===== src/rtl/accumulator_ctrl_pkg.sv =====
// Shared types and default widths for the accumulator window sequencer.
package accumulator_ctrl_pkg;

   localparam int unsigned BITWIDTH_DEF = 8;
   localparam int unsigned CNTWIDTH_DEF = 8;

   typedef enum logic [1:0] {
      IDLE = 2'd0,
      CLR  = 2'd1,
      RUN  = 2'd2,
      DONE = 2'd3
   } state_t;

endpackage


===== src/rtl/accumulator_ctrl_if.sv =====
// Request, sample-stream and result handshake bundle between the sequencer and its neighbours.
interface accumulator_ctrl_if
   import accumulator_ctrl_pkg::*;
#(
   parameter int unsigned BITWIDTH = BITWIDTH_DEF,
   parameter int unsigned CNTWIDTH = CNTWIDTH_DEF
);

   logic                iStart;
   logic [CNTWIDTH-1:0] iLen;
   logic                iAbort;
   logic                oReady;
   logic [BITWIDTH-1:0] iData;
   logic                oDataReq;
   logic                oValid;
   logic                iReady;
   logic [BITWIDTH:0]   oResult;

   modport master (
      output iStart, iLen, iAbort, iData, iReady,
      input  oReady, oDataReq, oValid, oResult
   );

   modport slave (
      input  iStart, iLen, iAbort, iData, iReady,
      output oReady, oDataReq, oValid, oResult
   );

endinterface


===== src/rtl/accumulator.sv =====
// Running-sum datapath: clear has priority over enable; sum wraps at BITWIDTH+1 bits.
module accumulator #(
   parameter int unsigned BITWIDTH = 8
) (
   input  logic                iClk,
   input  logic                iRstN,
   input  logic                iEn,
   input  logic                iClr,
   input  logic [BITWIDTH-1:0] iData,
   output logic [BITWIDTH:0]   oData
);

   localparam int unsigned SUMW = BITWIDTH + 1;

   always_ff @(posedge iClk or negedge iRstN) begin
      if (!iRstN) begin
         oData <= '0;
      end else if (iClr) begin
         oData <= '0;
      end else if (iEn) begin
         oData <= oData + SUMW'(iData);
      end
   end

endmodule


===== src/rtl/accumulator_ctrl.sv =====
// Window sequencer: clears the accumulator, enables it for N cycles, then
// holds the sum under a valid/ready handshake until accepted or aborted.
module accumulator_ctrl
   import accumulator_ctrl_pkg::*;
#(
   parameter int unsigned BITWIDTH = BITWIDTH_DEF,
   parameter int unsigned CNTWIDTH = CNTWIDTH_DEF
) (
   input  logic         iClk,
   input  logic         iRstN,
   accumulator_ctrl_if.slave bus
);

   state_t              state;
   state_t              stateNext;
   logic [CNTWIDTH-1:0] cnt;
   logic [CNTWIDTH-1:0] cntNext;
   logic                accEn;
   logic                accClr;
   logic [BITWIDTH:0]   accOut;

   always_ff @(posedge iClk or negedge iRstN) begin
      if (!iRstN) begin
         state <= IDLE;
         cnt   <= '0;
      end else begin
         state <= stateNext;
         cnt   <= cntNext;
      end
   end

   // Counter holds the remaining RUN cycles; last RUN cycle is the one with cnt==1.
   always_comb begin
      stateNext = state;
      cntNext   = cnt;
      accEn     = 1'b0;
      accClr    = 1'b0;
      case (state)
         IDLE: begin
            if (bus.iStart) begin
               cntNext   = bus.iLen;
               stateNext = CLR;
            end
         end
         CLR: begin
            accClr    = 1'b1;
            stateNext = (cnt == '0) ? DONE : RUN;
         end
         RUN: begin
            accEn   = 1'b1;
            cntNext = cnt - CNTWIDTH'(1);
            if (cnt == CNTWIDTH'(1)) begin
               stateNext = DONE;
            end
         end
         DONE: begin
            if (bus.iReady) begin
               stateNext = IDLE;
            end
         end
         default: stateNext = IDLE;
      endcase
      // Abort overrides start, ready and any pending accumulation.
      if (bus.iAbort) begin
         stateNext = IDLE;
         cntNext   = '0;
         accEn     = 1'b0;
         accClr    = 1'b1;
      end
   end

   accumulator #(
      .BITWIDTH (BITWIDTH)
   ) uAccumulator (
      .iClk  (iClk),
      .iRstN (iRstN),
      .iEn   (accEn),
      .iClr  (accClr),
      .iData (bus.iData),
      .oData (accOut)
   );

   assign bus.oReady   = (state == IDLE);
   assign bus.oDataReq = (state == RUN);
   assign bus.oValid   = (state == DONE);
   assign bus.oResult  = (state == DONE) ? accOut : '0;

endmodule

===== src/flat_wrapper.sv =====
// flat-port wrapper written by rule: the top's interface ports become plain ports
module accumulator_ctrl_flat import accumulator_ctrl_pkg::*;
#(
   parameter int unsigned BITWIDTH = BITWIDTH_DEF,
   parameter int unsigned CNTWIDTH = CNTWIDTH_DEF
)
  (iClk, iRstN, bus_iStart, bus_iLen, bus_iAbort, bus_iData, bus_iReady, bus_oReady, bus_oDataReq, bus_oValid, bus_oResult);
  accumulator_ctrl_if #(.BITWIDTH(BITWIDTH), .CNTWIDTH(CNTWIDTH)) bus_i ();
  input  logic iClk;
  input  logic iRstN;
  input wire logic [$bits(bus_i.iStart)-1:0] bus_iStart;
  input wire logic [$bits(bus_i.iLen)-1:0] bus_iLen;
  input wire logic [$bits(bus_i.iAbort)-1:0] bus_iAbort;
  input wire logic [$bits(bus_i.iData)-1:0] bus_iData;
  input wire logic [$bits(bus_i.iReady)-1:0] bus_iReady;
  output wire logic [$bits(bus_i.oReady)-1:0] bus_oReady;
  output wire logic [$bits(bus_i.oDataReq)-1:0] bus_oDataReq;
  output wire logic [$bits(bus_i.oValid)-1:0] bus_oValid;
  output wire logic [$bits(bus_i.oResult)-1:0] bus_oResult;
  assign bus_i.iStart = bus_iStart;
  assign bus_i.iLen = bus_iLen;
  assign bus_i.iAbort = bus_iAbort;
  assign bus_i.iData = bus_iData;
  assign bus_i.iReady = bus_iReady;
  assign bus_oReady = bus_i.oReady;
  assign bus_oDataReq = bus_i.oDataReq;
  assign bus_oValid = bus_i.oValid;
  assign bus_oResult = bus_i.oResult;
  accumulator_ctrl #(.BITWIDTH(BITWIDTH), .CNTWIDTH(CNTWIDTH)) u_core (.iClk(iClk), .iRstN(iRstN), .bus(bus_i));
endmodule

===== config.mk =====
export PLATFORM = sky130hd
export DESIGN_NAME = accumulator_ctrl_flat
export DESIGN_NICKNAME = d
export VERILOG_FILES = /design/src/rtl/accumulator_ctrl_pkg.sv /design/src/rtl/accumulator_ctrl_if.sv /design/src/rtl/accumulator.sv /design/src/rtl/accumulator_ctrl.sv /design/src/flat_wrapper.sv
export SDC_FILE = /design/constraint.sdc
export NUM_CORES = 1
export LEC_CHECK = 0
export BUFFER_PORTS_ARGS = -buffer_cell sky130_fd_sc_hd__buf_4
export CAP_MARGIN = 10
export CORE_MARGIN = 5
export CORE_UTILIZATION = 38
export CTS_CLUSTER_DIAMETER = 200
export DETAILED_ROUTE_END_ITERATION = 7
export GPL_TIMING_DRIVEN = 1
export PLACE_DENSITY_LB_ADDON = 0.1
export SLEW_MARGIN = 0
export SYNTH_ARGS = -nofsm -noshare
export SYNTH_HDL_FRONTEND = slang
export SYNTH_HIERARCHICAL = 1
export SYNTH_SLANG_ARGS = --single-unit
export TNS_END_PERCENT = 1

===== constraint.sdc =====
create_clock -name iClk -period 2.54 [get_ports iClk]
set_clock_uncertainty 0.05 [all_clocks]
set_input_delay 0.508 -clock iClk [delete_from_list [all_inputs] [get_ports iClk]]
set_output_delay 0.508 -clock iClk [all_outputs]
set_load 0.02 [all_outputs]

==> Implementation_results.wiki <==
{| class="wikitable"
! Metric !! Value
|-
| Kind of path behind the tightest hold check || input pin to async pin
|-
| Switching part of the total || 42.40%
|-
| Flop and latch count out of synthesis || 19
|-
| I/O pin cnt || 33
|-
| Hold WS || 0.05895 ns
|-
| Grt total ovfl || 0
|-
| Leading cell type in the layout, fill and taps excluded || buf_4
|-
| Routed via count || 1,435
|-
| Effective utilization at floorplan || about two fifths
|-
| Average instance area after synthesis || 9.246 sq um
|-
| Final min period || 2.199 ns
|-
| Clock edge transition at the registers on the reported setup and hold paths || around 0.080 ns
|-
| Top FF cell, synth || dfrtp_1
|-
| Fin Setup TNS || 0 ns
|-
| Fraction of the yosys area taken by sequential cells || between 20 and 30%
|-
| Worst setup timing slack at the placement stage || roughly 0.1 ns
|-
| NumNets Final || 244
|-
| Clk buf depth || 2
|-
| Cell leakage power || 0.9229 nW
|-
| Combinational fraction of design power || between 50% and 60%
|-
| Initial DRT Pass Iterations || 4
|-
| FF-to-FF Start || u_core/uAccumulator/oData[0]$_DFFE_PN0P_
|-
| Flop2flop setup slack || 0.34 ns
|-
| Y dimension of the die || 74.69 um
|-
| Hold buffer count at CTS || 0
|-
| Post-synth EDFFs || 0
|-
| Worst vdd ir || 0.5285 mV
|-
| Proportion of synthesized flip-flops having asynchronous set or reset || between 90% and 100%
|-
| Largest net degree at the start of global routing || 20
|-
| DRC errors left || 0
|-
| Clk Latency, worst-skew pair || around 0.26 ns
|-
| Total non-filler cell area in the finished layout || about 1900 sq um
|-
| Clock sink count || 19
|-
| Clock tree from TritonCTS || yes
|-
| Netlist cell types || 49
|-
| Number of CTS-inserted buffers || 3
|-
| Width of the chip || 74.69 um
|-
| Estimated wirelength of the detail-placed design || 2927 um
|-
| Clock root buffer || clkbuf_8
|-
| Critical path class || register to register
|-
| First-pass GRT wire length || 6513 um
|-
| Total wirelength of the detailed-routed design || 3920 um
|-
| Part of the total power dissipated in the clock network || around 15%
|-
| Fraction of synthesized cell area taken by the top area cell type || between 20% and 30%
|-
| Unrepaired setup endpoints after global routing || no
|-
| Routability congestion estimate from global placement || approximately 0.84
|-
| Maximum operating frequency || 0.4548 GHz
|-
| Arrival time at the worst endpoint || between 2 and 2.5 ns
|-
| Req. time, crit path || ~2.6 ns
|-
| Layout filler cell count || 420
|-
| Run status || complete, no violations
|-
| Share of final-layout standard cells stronger than drive strength 1 || around a quarter
|-
| Least setup slack across all paths after layout || roughly 0.34 ns
|-
| Most area-hungry cell type in the Yosys netlist || dfrtp_1
|-
| Critical register-to-register path endpoint || u_core/uAccumulator/oData[8]$_DFFE_PN0P_
|-
| Net switching power of the design || 0.0006364 W
|-
| Area enclosed by the die boundary || 5579 sq um
|-
| Max-slew violations || 0
|-
| Slew at the pin with the worst max-slew slack || 0.5388 ns
|-
| Avg WL per Cell || between 15 and 20 um
|-
| Placeable Area || approximately 4000 sq um
|-
| Netlist area before placement || 1590 sq um
|-
| Share of power burned in registers || 30.5%
|-
| Post-Synthesis Net Count || between 200 and 250
|-
| Max cap viols || 0
|-
| Diodes inserted || 0
|-
| Path depth of the worst reg2reg path || 6
|-
| Slew Limit Headroom || a little under two thirds
|-
| Relative area change from synthesis to final layout || 21.72%
|-
| Ys Warns || 6
|-
| Number of setup violations in the final report || 0
|-
| Mean number of vias per cell || 5.627
|-
| Kind of end point of the critical path || register
|-
| Register cell area after layout || roughly 480 sq um
|-
| Area of combinational cells with multiple inputs || 1060 sq um
|-
| Final cell utilization of the core || 48.04%
|-
| Biggest fanout along the worst timing path || 3
|-
| Power density over cell area || 775.5 nW/um^2
|-
| Most frequent cells in the layout || buf_4 (35), dfrtp_1 (19), ha_1 (16)
|-
| Final count of hold timing violations || 0
|-
| Startpoint Class || register
|-
| Post-Syn Instances || 172
|-
| Via count of the first global-routing pass || between 1,000 and 1,500
|-
| Tot GR Track Use || 15.09%
|-
| # Post-CTS Setup Buffers || 0
|-
| # port buffers || 32
|-
| Crit share post-route || 86.56%
|-
| DRT iter0 DRCs || 63
|-
| Rows || 23
|-
| Largest cells by area after synthesis || dfrtp_1 (30%), ha_1 (13%), a21oi_1 (4.7%)
|-
| Count of instances resized after the clock tree is built || 0
|-
| Antenna violations before repair || 0
|-
| Number of nets with antenna violations after routing || 0
|-
| Internal power || approximately 0.00086 W
|-
| Placed instance area || 1891 sq um
|-
| CTS HTree Levels || 1
|}
-- how the worst max path moves through the flow --
stage	start	end	slack [ns]	cells past startpoint
4_1_cts	u_core/uAccumulator/oData[0]$_DFFE_PN0P_	u_core/uAccumulator/oData[8]$_DFFE_PN0P_	0.34	6
5_1_grt	u_core/uAccumulator/oData[0]$_DFFE_PN0P_	u_core/uAccumulator/oData[8]$_DFFE_PN0P_	0.25	6
6_report	u_core/uAccumulator/oData[0]$_DFFE_PN0P_	u_core/uAccumulator/oData[8]$_DFFE_PN0P_	0.34	6
3_5_place_dp	bus_iData[0]	u_core/uAccumulator/oData[8]$_DFFE_PN0P_	0.1	7
2_1_floorplan	bus_iData[0]	u_core/uAccumulator/oData[8]$_DFFE_PN0P_	0.32	6
3_3_place_gp	bus_iData[0]	u_core/uAccumulator/oData[8]$_DFFE_PN0P_	0.15	7
-- power by group through the flow --
stage / Combinational, W / Sequential (W) / Clock, W
after floorplan: 0.000637 / 0.000441 / 0
after global placement: 0.000801 / 0.000459 / 0
after detailed placement: 0.000816 / 0.000463 / 0
after CTS: 0.000823 / 0.000458 / 0.000231
after global routing: 0.000913 / 0.000472 / 0.000240
final: 0.000818 / 0.000457 / 0.000226
-- cells in the mapped netlist (5+ instances only) --
cell / instances
nand3_1: 5
a32oi_1: 5
inv_1: 7
dfrtp_1: 19
a21oi_1: 15
xnor2_1: 6
and2_1: 9
nand2b_1: 5
ha_1: 16
nor2_1: 14
-- cell families after synthesis --
kind of cell               after synthesis  share of synthesized area [%]
AOI/OAI and AO/OA                       50                          23.05
xor gates and xnor gates                 7                          3.855
adders and majority gates               17                          13.85
buffers and inverters                   14                          3.462
DFF                                     19                          29.90
muxes                                    5                          3.226
and+or+nand+nor                         60                          22.66
-- routing by layer --
metal  vias to the layer above  share of wire [%]  track usage, %
met5                         -                  0               0
met4                         0                1.1           5.138
met3                         4                4.9           2.270
met2                        31                 49           26.34
met1                       695                 45           19.02
li1                        705                  -               -
-- worst max-delay path, stage by stage (launching register included) --
cell and delay, ns:
dfrtp_1 0.40, ha_1 0.24, fa_1 0.43, a211o_1 0.37
a2111oi_4 0.33, nor3_1 0.10, nand3b_1 0.16
-- per-stage QoR --
stage | std cells | total power [W]
after floorplan | 172 | 0.001078
after global placement | 251 | 0.001261
after detailed placement | 251 | 0.001280
after CTS | 255 | 0.001512
after global routing | 255 | 0.001625
final | 255 | 0.001501
-- sequential cells by signal (all words and copies together) (netlist names) --
name and cells:
u_core/state 2, u_core/uAccumulator/oData 9, u_core/cnt 8
-- area by class of cell --
class / instances / area share, %
Timing Repair Buffer: 35 / 13.57
Tap cell: 50 / 3.232
Inverter: 8 / 1.551
Clock buffer: 4 / 2.327
Sequential cell: 19 / 24.56
Multi-Input combinational cell: 139 / 54.75
Power figures use the tool's default switching activity.
